===== src/rtl/router_pkg.sv =====
// Shared widths, header field positions and port addresses for the router datapath.
package router_pkg;

  localparam int DATA_W   = 8;
  localparam int ADDR_LSB = 0;
  localparam int ADDR_MSB = 1;
  localparam int LEN_LSB  = 2;
  localparam int LEN_MSB  = 7;

  localparam logic [1:0] ADDR_P0 = 2'b00;
  localparam logic [1:0] ADDR_P1 = 2'b01;
  localparam logic [1:0] ADDR_P2 = 2'b10;

  // Where the dout register takes its next value from
  typedef enum logic [2:0] {
    DSEL_HOLD,
    DSEL_HDR,
    DSEL_DIN,
    DSEL_STASH,
    DSEL_FBYTE
  } dout_sel_e;

endpackage


===== src/rtl/router_reg_if.sv =====
// Input-port / FSM-strobe / FIFO-write bundle seen by the router register stage.
interface router_reg_if;
  import router_pkg::*;

  logic              pkt_valid;
  logic [DATA_W-1:0] data_in;
  logic              fifo_full;
  logic              detect_add;
  logic              lfd_state;
  logic              ld_state;
  logic              laf_state;
  logic              full_state;
  logic              rst_int_reg;
  logic              parity_done;
  logic              low_pkt_valid;
  logic              err;
  logic [DATA_W-1:0] dout;

  modport master (
    output pkt_valid, data_in, fifo_full,
    output detect_add, lfd_state, ld_state, laf_state, full_state, rst_int_reg,
    input  parity_done, low_pkt_valid, err, dout
  );

  modport slave (
    input  pkt_valid, data_in, fifo_full,
    input  detect_add, lfd_state, ld_state, laf_state, full_state, rst_int_reg,
    output parity_done, low_pkt_valid, err, dout
  );

endinterface


===== src/rtl/router_parity_acc.sv =====
// Running XOR parity, captured packet parity and the mismatch flag.
module router_parity_acc
  import router_pkg::*;
(
  input  logic              clk,
  input  logic              resetn,
  input  logic              clear,
  input  logic              err_clear,
  input  logic              xor_en,
  input  logic [DATA_W-1:0] xor_data,
  input  logic              cap_en,
  input  logic [DATA_W-1:0] cap_data,
  input  logic              check_en,
  output logic              err
);

  logic [DATA_W-1:0] int_parity;
  logic [DATA_W-1:0] pkt_parity;

  always_ff @(posedge clk) begin
    if (!resetn) begin
      int_parity <= '0;
      pkt_parity <= '0;
      err        <= 1'b0;
    end else begin
      if (clear)
        int_parity <= '0;
      else if (xor_en)
        int_parity <= int_parity ^ xor_data;

      if (cap_en)
        pkt_parity <= cap_data;

      if (err_clear)
        err <= 1'b0;
      else if (check_en)
        err <= (int_parity != pkt_parity);
    end
  end

endmodule


===== src/rtl/router_reg.sv =====
// Router register stage: header capture, dout retiming, full-byte stash and parity flags.
module router_reg
  import router_pkg::*;
(
  input  logic        clk,
  input  logic        resetn,
  router_reg_if.slave bus
);

  logic [DATA_W-1:0] header_reg;
  logic [DATA_W-1:0] full_byte_reg;
  logic [DATA_W-1:0] dout_reg;
  logic              parity_done_reg;
  logic              low_pkt_valid_reg;
  logic              err_w;

  dout_sel_e         dsel;
  logic              xor_en;
  logic [DATA_W-1:0] xor_data;
  logic              pd_set;

  always_comb begin
    dsel = DSEL_HOLD;
    if (bus.lfd_state)
      dsel = DSEL_HDR;
    else if (bus.ld_state && !bus.fifo_full)
      dsel = DSEL_DIN;
    else if (bus.ld_state)
      dsel = DSEL_STASH;
    else if (bus.laf_state)
      dsel = DSEL_FBYTE;
  end

  // The parity byte (pkt_valid low) and bytes replayed after a full stall are never folded
  always_comb begin
    xor_en   = 1'b0;
    xor_data = bus.data_in;
    if (bus.lfd_state) begin
      xor_en   = 1'b1;
      xor_data = header_reg;
    end else if (bus.ld_state && bus.pkt_valid && !bus.full_state) begin
      xor_en = 1'b1;
    end
  end

  always_comb begin
    pd_set = (bus.ld_state && !bus.fifo_full && !bus.pkt_valid) ||
             (bus.laf_state && low_pkt_valid_reg && !parity_done_reg);
  end

  always_ff @(posedge clk) begin
    if (!resetn) begin
      header_reg        <= '0;
      full_byte_reg     <= '0;
      dout_reg          <= '0;
      parity_done_reg   <= 1'b0;
      low_pkt_valid_reg <= 1'b0;
    end else begin
      if (bus.detect_add && bus.pkt_valid)
        header_reg <= bus.data_in;

      unique case (dsel)
        DSEL_HDR:   dout_reg      <= header_reg;
        DSEL_DIN:   dout_reg      <= bus.data_in;
        DSEL_STASH: full_byte_reg <= bus.data_in;
        DSEL_FBYTE: dout_reg      <= full_byte_reg;
        default:    ;
      endcase

      if (bus.detect_add)
        parity_done_reg <= 1'b0;
      else if (pd_set)
        parity_done_reg <= 1'b1;

      if (bus.ld_state && !bus.pkt_valid)
        low_pkt_valid_reg <= 1'b1;
      else if (bus.rst_int_reg)
        low_pkt_valid_reg <= 1'b0;
    end
  end

  router_parity_acc u_parity (
    .clk       (clk),
    .resetn    (resetn),
    .clear     (bus.detect_add),
    .err_clear (bus.detect_add && bus.pkt_valid),
    .xor_en    (xor_en),
    .xor_data  (xor_data),
    .cap_en    (bus.ld_state && !bus.pkt_valid),
    .cap_data  (bus.data_in),
    .check_en  (bus.rst_int_reg && parity_done_reg),
    .err       (err_w)
  );

  assign bus.dout          = dout_reg;
  assign bus.parity_done   = parity_done_reg;
  assign bus.low_pkt_valid = low_pkt_valid_reg;
  assign bus.err           = err_w;

endmodule


===== src/flat_wrapper.sv =====
// flat-port wrapper written by rule: the top's interface ports become plain ports
module router_reg_flat import router_pkg::*;
  (clk, resetn, bus_pkt_valid, bus_data_in, bus_fifo_full, bus_detect_add, bus_lfd_state, bus_ld_state, bus_laf_state, bus_full_state, bus_rst_int_reg, bus_parity_done, bus_low_pkt_valid, bus_err, bus_dout);
  router_reg_if bus_i ();
  input  logic clk;
  input  logic resetn;
  input wire logic [$bits(bus_i.pkt_valid)-1:0] bus_pkt_valid;
  input wire logic [$bits(bus_i.data_in)-1:0] bus_data_in;
  input wire logic [$bits(bus_i.fifo_full)-1:0] bus_fifo_full;
  input wire logic [$bits(bus_i.detect_add)-1:0] bus_detect_add;
  input wire logic [$bits(bus_i.lfd_state)-1:0] bus_lfd_state;
  input wire logic [$bits(bus_i.ld_state)-1:0] bus_ld_state;
  input wire logic [$bits(bus_i.laf_state)-1:0] bus_laf_state;
  input wire logic [$bits(bus_i.full_state)-1:0] bus_full_state;
  input wire logic [$bits(bus_i.rst_int_reg)-1:0] bus_rst_int_reg;
  output wire logic [$bits(bus_i.parity_done)-1:0] bus_parity_done;
  output wire logic [$bits(bus_i.low_pkt_valid)-1:0] bus_low_pkt_valid;
  output wire logic [$bits(bus_i.err)-1:0] bus_err;
  output wire logic [$bits(bus_i.dout)-1:0] bus_dout;
  assign bus_i.pkt_valid = bus_pkt_valid;
  assign bus_i.data_in = bus_data_in;
  assign bus_i.fifo_full = bus_fifo_full;
  assign bus_i.detect_add = bus_detect_add;
  assign bus_i.lfd_state = bus_lfd_state;
  assign bus_i.ld_state = bus_ld_state;
  assign bus_i.laf_state = bus_laf_state;
  assign bus_i.full_state = bus_full_state;
  assign bus_i.rst_int_reg = bus_rst_int_reg;
  assign bus_parity_done = bus_i.parity_done;
  assign bus_low_pkt_valid = bus_i.low_pkt_valid;
  assign bus_err = bus_i.err;
  assign bus_dout = bus_i.dout;
  router_reg u_core (.clk(clk), .resetn(resetn), .bus(bus_i));
endmodule

===== config.mk =====
export PLATFORM = sky130hd
export DESIGN_NAME = router_reg_flat
export DESIGN_NICKNAME = d
export VERILOG_FILES = /design/src/rtl/router_pkg.sv /design/src/rtl/router_reg_if.sv /design/src/rtl/router_parity_acc.sv /design/src/rtl/router_reg.sv /design/src/flat_wrapper.sv
export SDC_FILE = /design/constraint.sdc
export NUM_CORES = 1
export LEC_CHECK = 0
export ABC_CLOCK_PERIOD_IN_PS = 3500
export BUFFER_PORTS_ARGS = -buffer_cell sky130_fd_sc_hd__buf_2
export CAP_MARGIN = 20
export CORE_UTILIZATION = 63
export CTS_BUF_LIST = sky130_fd_sc_hd__clkbuf_4
export DETAILED_ROUTE_END_ITERATION = 12
export GPL_ROUTABILITY_DRIVEN = 0
export GPL_TIMING_DRIVEN = 0
export HOLD_SLACK_MARGIN = 0.03
export PLACE_DENSITY = 0.86
export SYNTH_ARGS = -nofsm -noshare
export SYNTH_HDL_FRONTEND = slang
export SYNTH_SLANG_ARGS = --single-unit

===== constraint.sdc =====
create_clock -name clk -period 3.5 [get_ports clk]
set_input_delay 0.7 -clock clk [delete_from_list [all_inputs] [get_ports clk]]
set_output_delay 0.7 -clock clk [all_outputs]
set_load 0.02 [all_outputs]

# Yosys cells after proc, flatten, opt, wreduce, memory -nomap -nowiden
# Index checks and enable logic that the tools add are counted.
dict set report totals {
  register_bits 43
  output_inout_bits 11
  in_bits 18
}
dict set report op_classes {
  n_eq_ne 5
  n_reduce_logical 18
  muxes 10
  bitwise 2
}
# op count
set ops {}
lappend ops {{$pmux 8 s3} 1}
lappend ops {{$mux 3} 4}
lappend ops {{$logic_and 1x1->1} 9}
lappend ops {{$mux 8} 1}
lappend ops {{$ne 8x8->1} 1}
lappend ops {{$xor 8x8->8} 1}
lappend ops {{$eq 3x2->1 const B} 2}
lappend ops {{$logic_not 1->1} 4}
lappend ops {{$mux 1} 4}
lappend ops {{$reduce_or 2->1} 2}
lappend ops {{$eq 3x1->1 const B} 1}
lappend ops {{$eq 3x3->1 const B} 1}
lappend ops {{$reduce_bool 3->1} 1}
lappend ops {{$reduce_bool 2->1} 1}
lappend ops {{$logic_or 1x1->1} 1}
lappend ops {{$not 1->1} 1}

# Longest topological paths before layout
dict set report logic_depth {
  depth_word 6
  mapped_depth 6
  depth_no_buf 4
}

# By module
# A second synthesis with hierarchy kept.
dict set report unflattened {
  cells_unflattened 218
  hier_area_um2 2014.4
}
# module cells_per_inst instances seq_area_each_um2 area_per_inst_um2
set modules_own_cells {}
lappend modules_own_cells {router_reg 143 1 520.5 1286.2}
lappend modules_own_cells {router_parity_acc 75 1 340.3 728.2}

# Worst setup path after synthesis
# Ideal clock, no wire load.
dict set report synth_path {
  path_type {input to register}
  start {in bus_laf_state}
  end {reg u_core.dout_reg[0], in the netlist u_core.bus.dout[0]}
  setup_time_ps 119
  path_slack_ps 1902
  t_arrival_ps 1479
  path_buffers 2
  cell_stages 5
  cell_sequence {buf_2 > o21ai_0 > nand2b_1 > clkbuf_1 > o221a_2}
}
dict set report synth_between {
  elab_chain_cells 6
  word_cells_on_any_way 9
}
# element line_no
set synth_rtl {}
lappend synth_rtl {{from (decl)} flat_wrapper.sv:13} ;# input wire logic [$bits(bus_i.laf_state)-1:0] bus_laf_state;
lappend synth_rtl {{$mux 3 (*)} router_reg.sv:30} ;# else if (bus.laf_state)
lappend synth_rtl {{$mux 3 (*)} router_reg.sv:28} ;# else if (bus.ld_state)
lappend synth_rtl {{$mux 3 (*)} router_reg.sv:26} ;# else if (bus.ld_state && !bus.fifo_full)
lappend synth_rtl {{$mux 3 (*)} router_reg.sv:24} ;# if (bus.lfd_state)
lappend synth_rtl {{$eq 3x3->1 (tied with other cells)} router_reg.sv:62} ;# unique case (dsel)
lappend synth_rtl {{$pmux 8 s3 or $reduce_bool 3->1 (tied branches)} -}
lappend synth_rtl {{to (signal assigned)} router_reg.sv:63} ;# DSEL_HDR: dout_reg <= header_reg;
lappend synth_rtl {{to (signal assigned)} router_reg.sv:64} ;# DSEL_DIN: dout_reg <= bus.data_in;
lappend synth_rtl {{to (signal assigned)} router_reg.sv:66} ;# DSEL_FBYTE: dout_reg <= full_byte_reg;
lappend synth_rtl {{to (decl)} router_reg.sv:12} ;# logic [DATA_W-1:0] dout_reg;
# Mark *: on every way between the ends. The rest lies on a longest branch, timed or not.
# A chain may end at the register's enable or synchronous reset.

# Worst setup path after layout
dict set report layout_path {
  start {reg u_core.parity_done_reg, in the netlist u_core.bus.parity_done}
  end {out bus_parity_done}
}
# element line_no
set layout_rtl {}
lappend layout_rtl {{from (decl)} router_reg.sv:13} ;# logic parity_done_reg;
lappend layout_rtl {{from (signal assigned)} router_reg.sv:56} ;# parity_done_reg <= 1'b0;
lappend layout_rtl {{from (signal assigned)} router_reg.sv:71} ;# parity_done_reg <= 1'b0;
lappend layout_rtl {{from (signal assigned)} router_reg.sv:73} ;# parity_done_reg <= 1'b1;
lappend layout_rtl {{to (decl)} flat_wrapper.sv:16} ;# output wire logic [$bits(bus_i.parity_done)-1:0] bus_parity_done;
# No word-level cell between the ends.

==> results.yml <==
status:
  status: "completed"
layout:
  syn_to_final_growth_pct: 11.2
  nNetsFinal: 276
  insertedDiodeCount: 0
  drive_gt1_share_pct: 23.2
  instances_no_fill: 303
place:
  post-dp-hpwl_um: 3290
  post-place-cells: 295
  port_buffers: 25
timing:
  fmax_mhz: 617
  finClkSkew_ns: 0.00536
  min_period_ns: 1.62
  slew_headroom_pct: 69.6
  rsz0062_at_grt: "false"
  finalSetupTns_ns: 0
  setup_viol: 0
  worst_pin_slew_ns: 0.455
  finalHoldViolCount: 0
  maxSlewViolCount: 0
  min_period_over_period_pct: 46.3
floorplan:
  start_util_pct: 67.2
  fp-row-count: 20
  dieWidth_um: 59.3
  num_io_pins: 29
  core-area_um2: 3080
  die_y_um: 59.3
  die-area_um2: 3520
clock_tree:
  root_buffer: "clkbuf_4"
  clock_path_buffers: 2
  cts_inserted_buffers: 5
  cts_tree: "yes"
  ctsHtreeMaxLevel: 2
  cts_sinks: 43
  cts_setup_buffers: 0
  clk_pin_slew_ns: 0.12
  hold_buffers: 0
  clkLatencyLatePin_ns: 0.34
  post_cts_resized: 0
yosys:
  syn_nets: 244
  synth_warnings: 0
  synth-seq-area-share_pct: 41.6
  yosysUniqueCellTypes: 29
  synth_edf_count: 0
  synthArstFlopShare_pct: 0
  syn-cell-area_um2: 2070
  synth_area_leaders: "dfxtp_1 (42%), nor2b_1 (5.1%), nand2_1 (4.9%), o22ai_2 (4.8%), a21boi_0 (4.7%)"
  synth_most_common_cell: "dfxtp_1"
  avgSynthCellArea_um2: 9.16
  ys_ff_latch: 43
  yosysTopAreaCellShare_pct: 41.6
  synthCells: 226
  yosysTopAreaCell: "dfxtp_1"
  ys.flop_type: "dfxtp_1"
  yosys-top-cells-count: "dfxtp_1 (43), nand2_1 (27), nor2_1 (26)"
global_routing:
  grt_pass1_vias: 1615
  grt_pass1_wl_um: 7310
  grt_use_total_pct: 28.6
  grt.overflow.total: 0
  antenna_found_initial: 0
  grt_max_degree: 13
power_and_ir_drop:
  peakVddDrop_mv: 0.267
  power_density_nw_per_um2: 392
  leakagePower_nw: 0.990
worst_setup_path:
  r2r-end: "u_core.u_parity.int_parity[4]$_SDFFE_PP0P_"
  critPathRequiredTime_ns: 2.80
  path_cells: "buf_2"
  path_delay_family: "flip-flops"
  crit_cells: 1
  regToRegStartpoint: "u_core.header_reg[4]$_SDFFE_PN0P_"
  cpMaxStageDelayCell: "dfxtp_1"
  r2r_slack_ns: 2.52
  crit_arrival_ns: 0.92
  cp_slowest_stage_delay_ns: 0.39
  crit_buf_inv: 1
  rr_worst_depth: 4
  critPathCaptureType: "output port"
  crit_path_start_kind: "register"
  critical_path.max_fanout: 4
  crit_type: "register to output port"
  crit_start: "u_core.bus.parity_done$_SDFFE_PP0P_"
  setup.worst_path.end: "bus_parity_done"
routing:
  viasPerCell: 5.63
  drt_iter0_markers: 86
  ant_nets: 0
  wl_um: 4470
  drc: 0
  wl_per_cell_um: 14.7
  drtPass1Iterations: 4
  dr_total_vias: 1707
job:
  drv_cap: 0
worst_hold_path:
  hold_path.class: "register to register"
layout by cell type (no fill, tap or decap), types with 2 or more instances in the layout:
cell,instances
a21boi_0,13
a21boi_1,4
a221oi_1,6
a221oi_2,2
and2_1,8
buf_2,31
buf_4,5
buf_6,2
clkbuf_1,4
clkbuf_4,6
clkinv_1,2
dfxtp_1,43
mux2i_1,8
nand2_1,27
nand2b_1,4
nand3_1,10
nor2_1,26
nor2b_1,17
nor3_1,2
o221a_1,2
o221a_2,6
o22ai_2,8
xnor2_1,8
xor2_1,8
power breakdown:
part / internal, mW / total, mW / switching (mW)
Sequential: 0.511 / 0.524 / 0.0125
Clock: 0.0823 / 0.230 / 0.147
Combinational: 0.0644 / 0.150 / 0.0853
worst min-delay path by stage:
stage          cells past startpoint                           endpoint  slack [ns]                         startpoint
6_report                           2  u_core.header_reg[7]$_SDFFE_PN0P_        0.47  u_core.header_reg[7]$_SDFFE_PN0P_
5_1_grt                            2  u_core.header_reg[6]$_SDFFE_PN0P_        0.50  u_core.header_reg[6]$_SDFFE_PN0P_
4_1_cts                            2  u_core.header_reg[7]$_SDFFE_PN0P_        0.48  u_core.header_reg[7]$_SDFFE_PN0P_
3_5_place_dp                       2  u_core.header_reg[7]$_SDFFE_PN0P_        0.46  u_core.header_reg[7]$_SDFFE_PN0P_
3_3_place_gp                       2  u_core.header_reg[1]$_SDFFE_PN0P_        0.45  u_core.header_reg[1]$_SDFFE_PN0P_
2_1_floorplan                      2  u_core.header_reg[4]$_SDFFE_PN0P_        0.44  u_core.header_reg[4]$_SDFFE_PN0P_
area by class of cell:
| cell class | instances | area (µm²) |
|---|---|---|
| sequential | 43 | 861 |
| clock buffer | 6 | 45.0 |
| clock inverter | 2 | 7.51 |
| fill | 239 | 776 |
| tap | 44 | 55.1 |
| buffer | 18 | 109 |
| multi-input combinational | 165 | 1100 |
| timing repair buffer | 25 | 125 |
through the flow:
| step | util [%] | instance area, µm² | power, mW | hold slack, ns | setup WS (ns) |
|---|---|---|---|---|---|
| 4_1_cts | 74.8 | 2300 | 0.905 | 0.475 | 1.88 |
| 2_1_floorplan | - | 2070 | 0.637 | 0.439 | 1.90 |
| 6_report | 74.8 | 2300 | 0.903 | 0.473 | 1.88 |
| 3_5_place_dp | 73.1 | 2250 | 0.684 | 0.458 | 1.69 |
| 3_3_place_gp | 73.1 | 2250 | 0.679 | 0.446 | 1.71 |
| 5_1_grt | 74.8 | 2300 | 0.946 | 0.501 | 1.81 |
logic make-up after synthesis:
kind of cell           synth area share, %
AO/OA/AOI/OAI                         20.2
XOR/XNOR                              6.77
buffers and inverters                 5.26
flip-flops                            41.6
multiplexers                          3.87
AND/OR/NAND/NOR                       22.3
layer usage:
| metal | track usage [%] | part of all wire, % | vias up |
|---|---|---|---|
| met3 | 6.33 | 5.3 | 8 |
| met1 | 33.8 | 42 | 816 |
| met4 | 9.18 | 1.6 | 0 |
| met5 | 0 | 0 | - |
| met2 | 50.9 | 51 | 44 |
| li1 | - | - | 839 |
No activity file was read; power rests on OpenSTA's default activity.
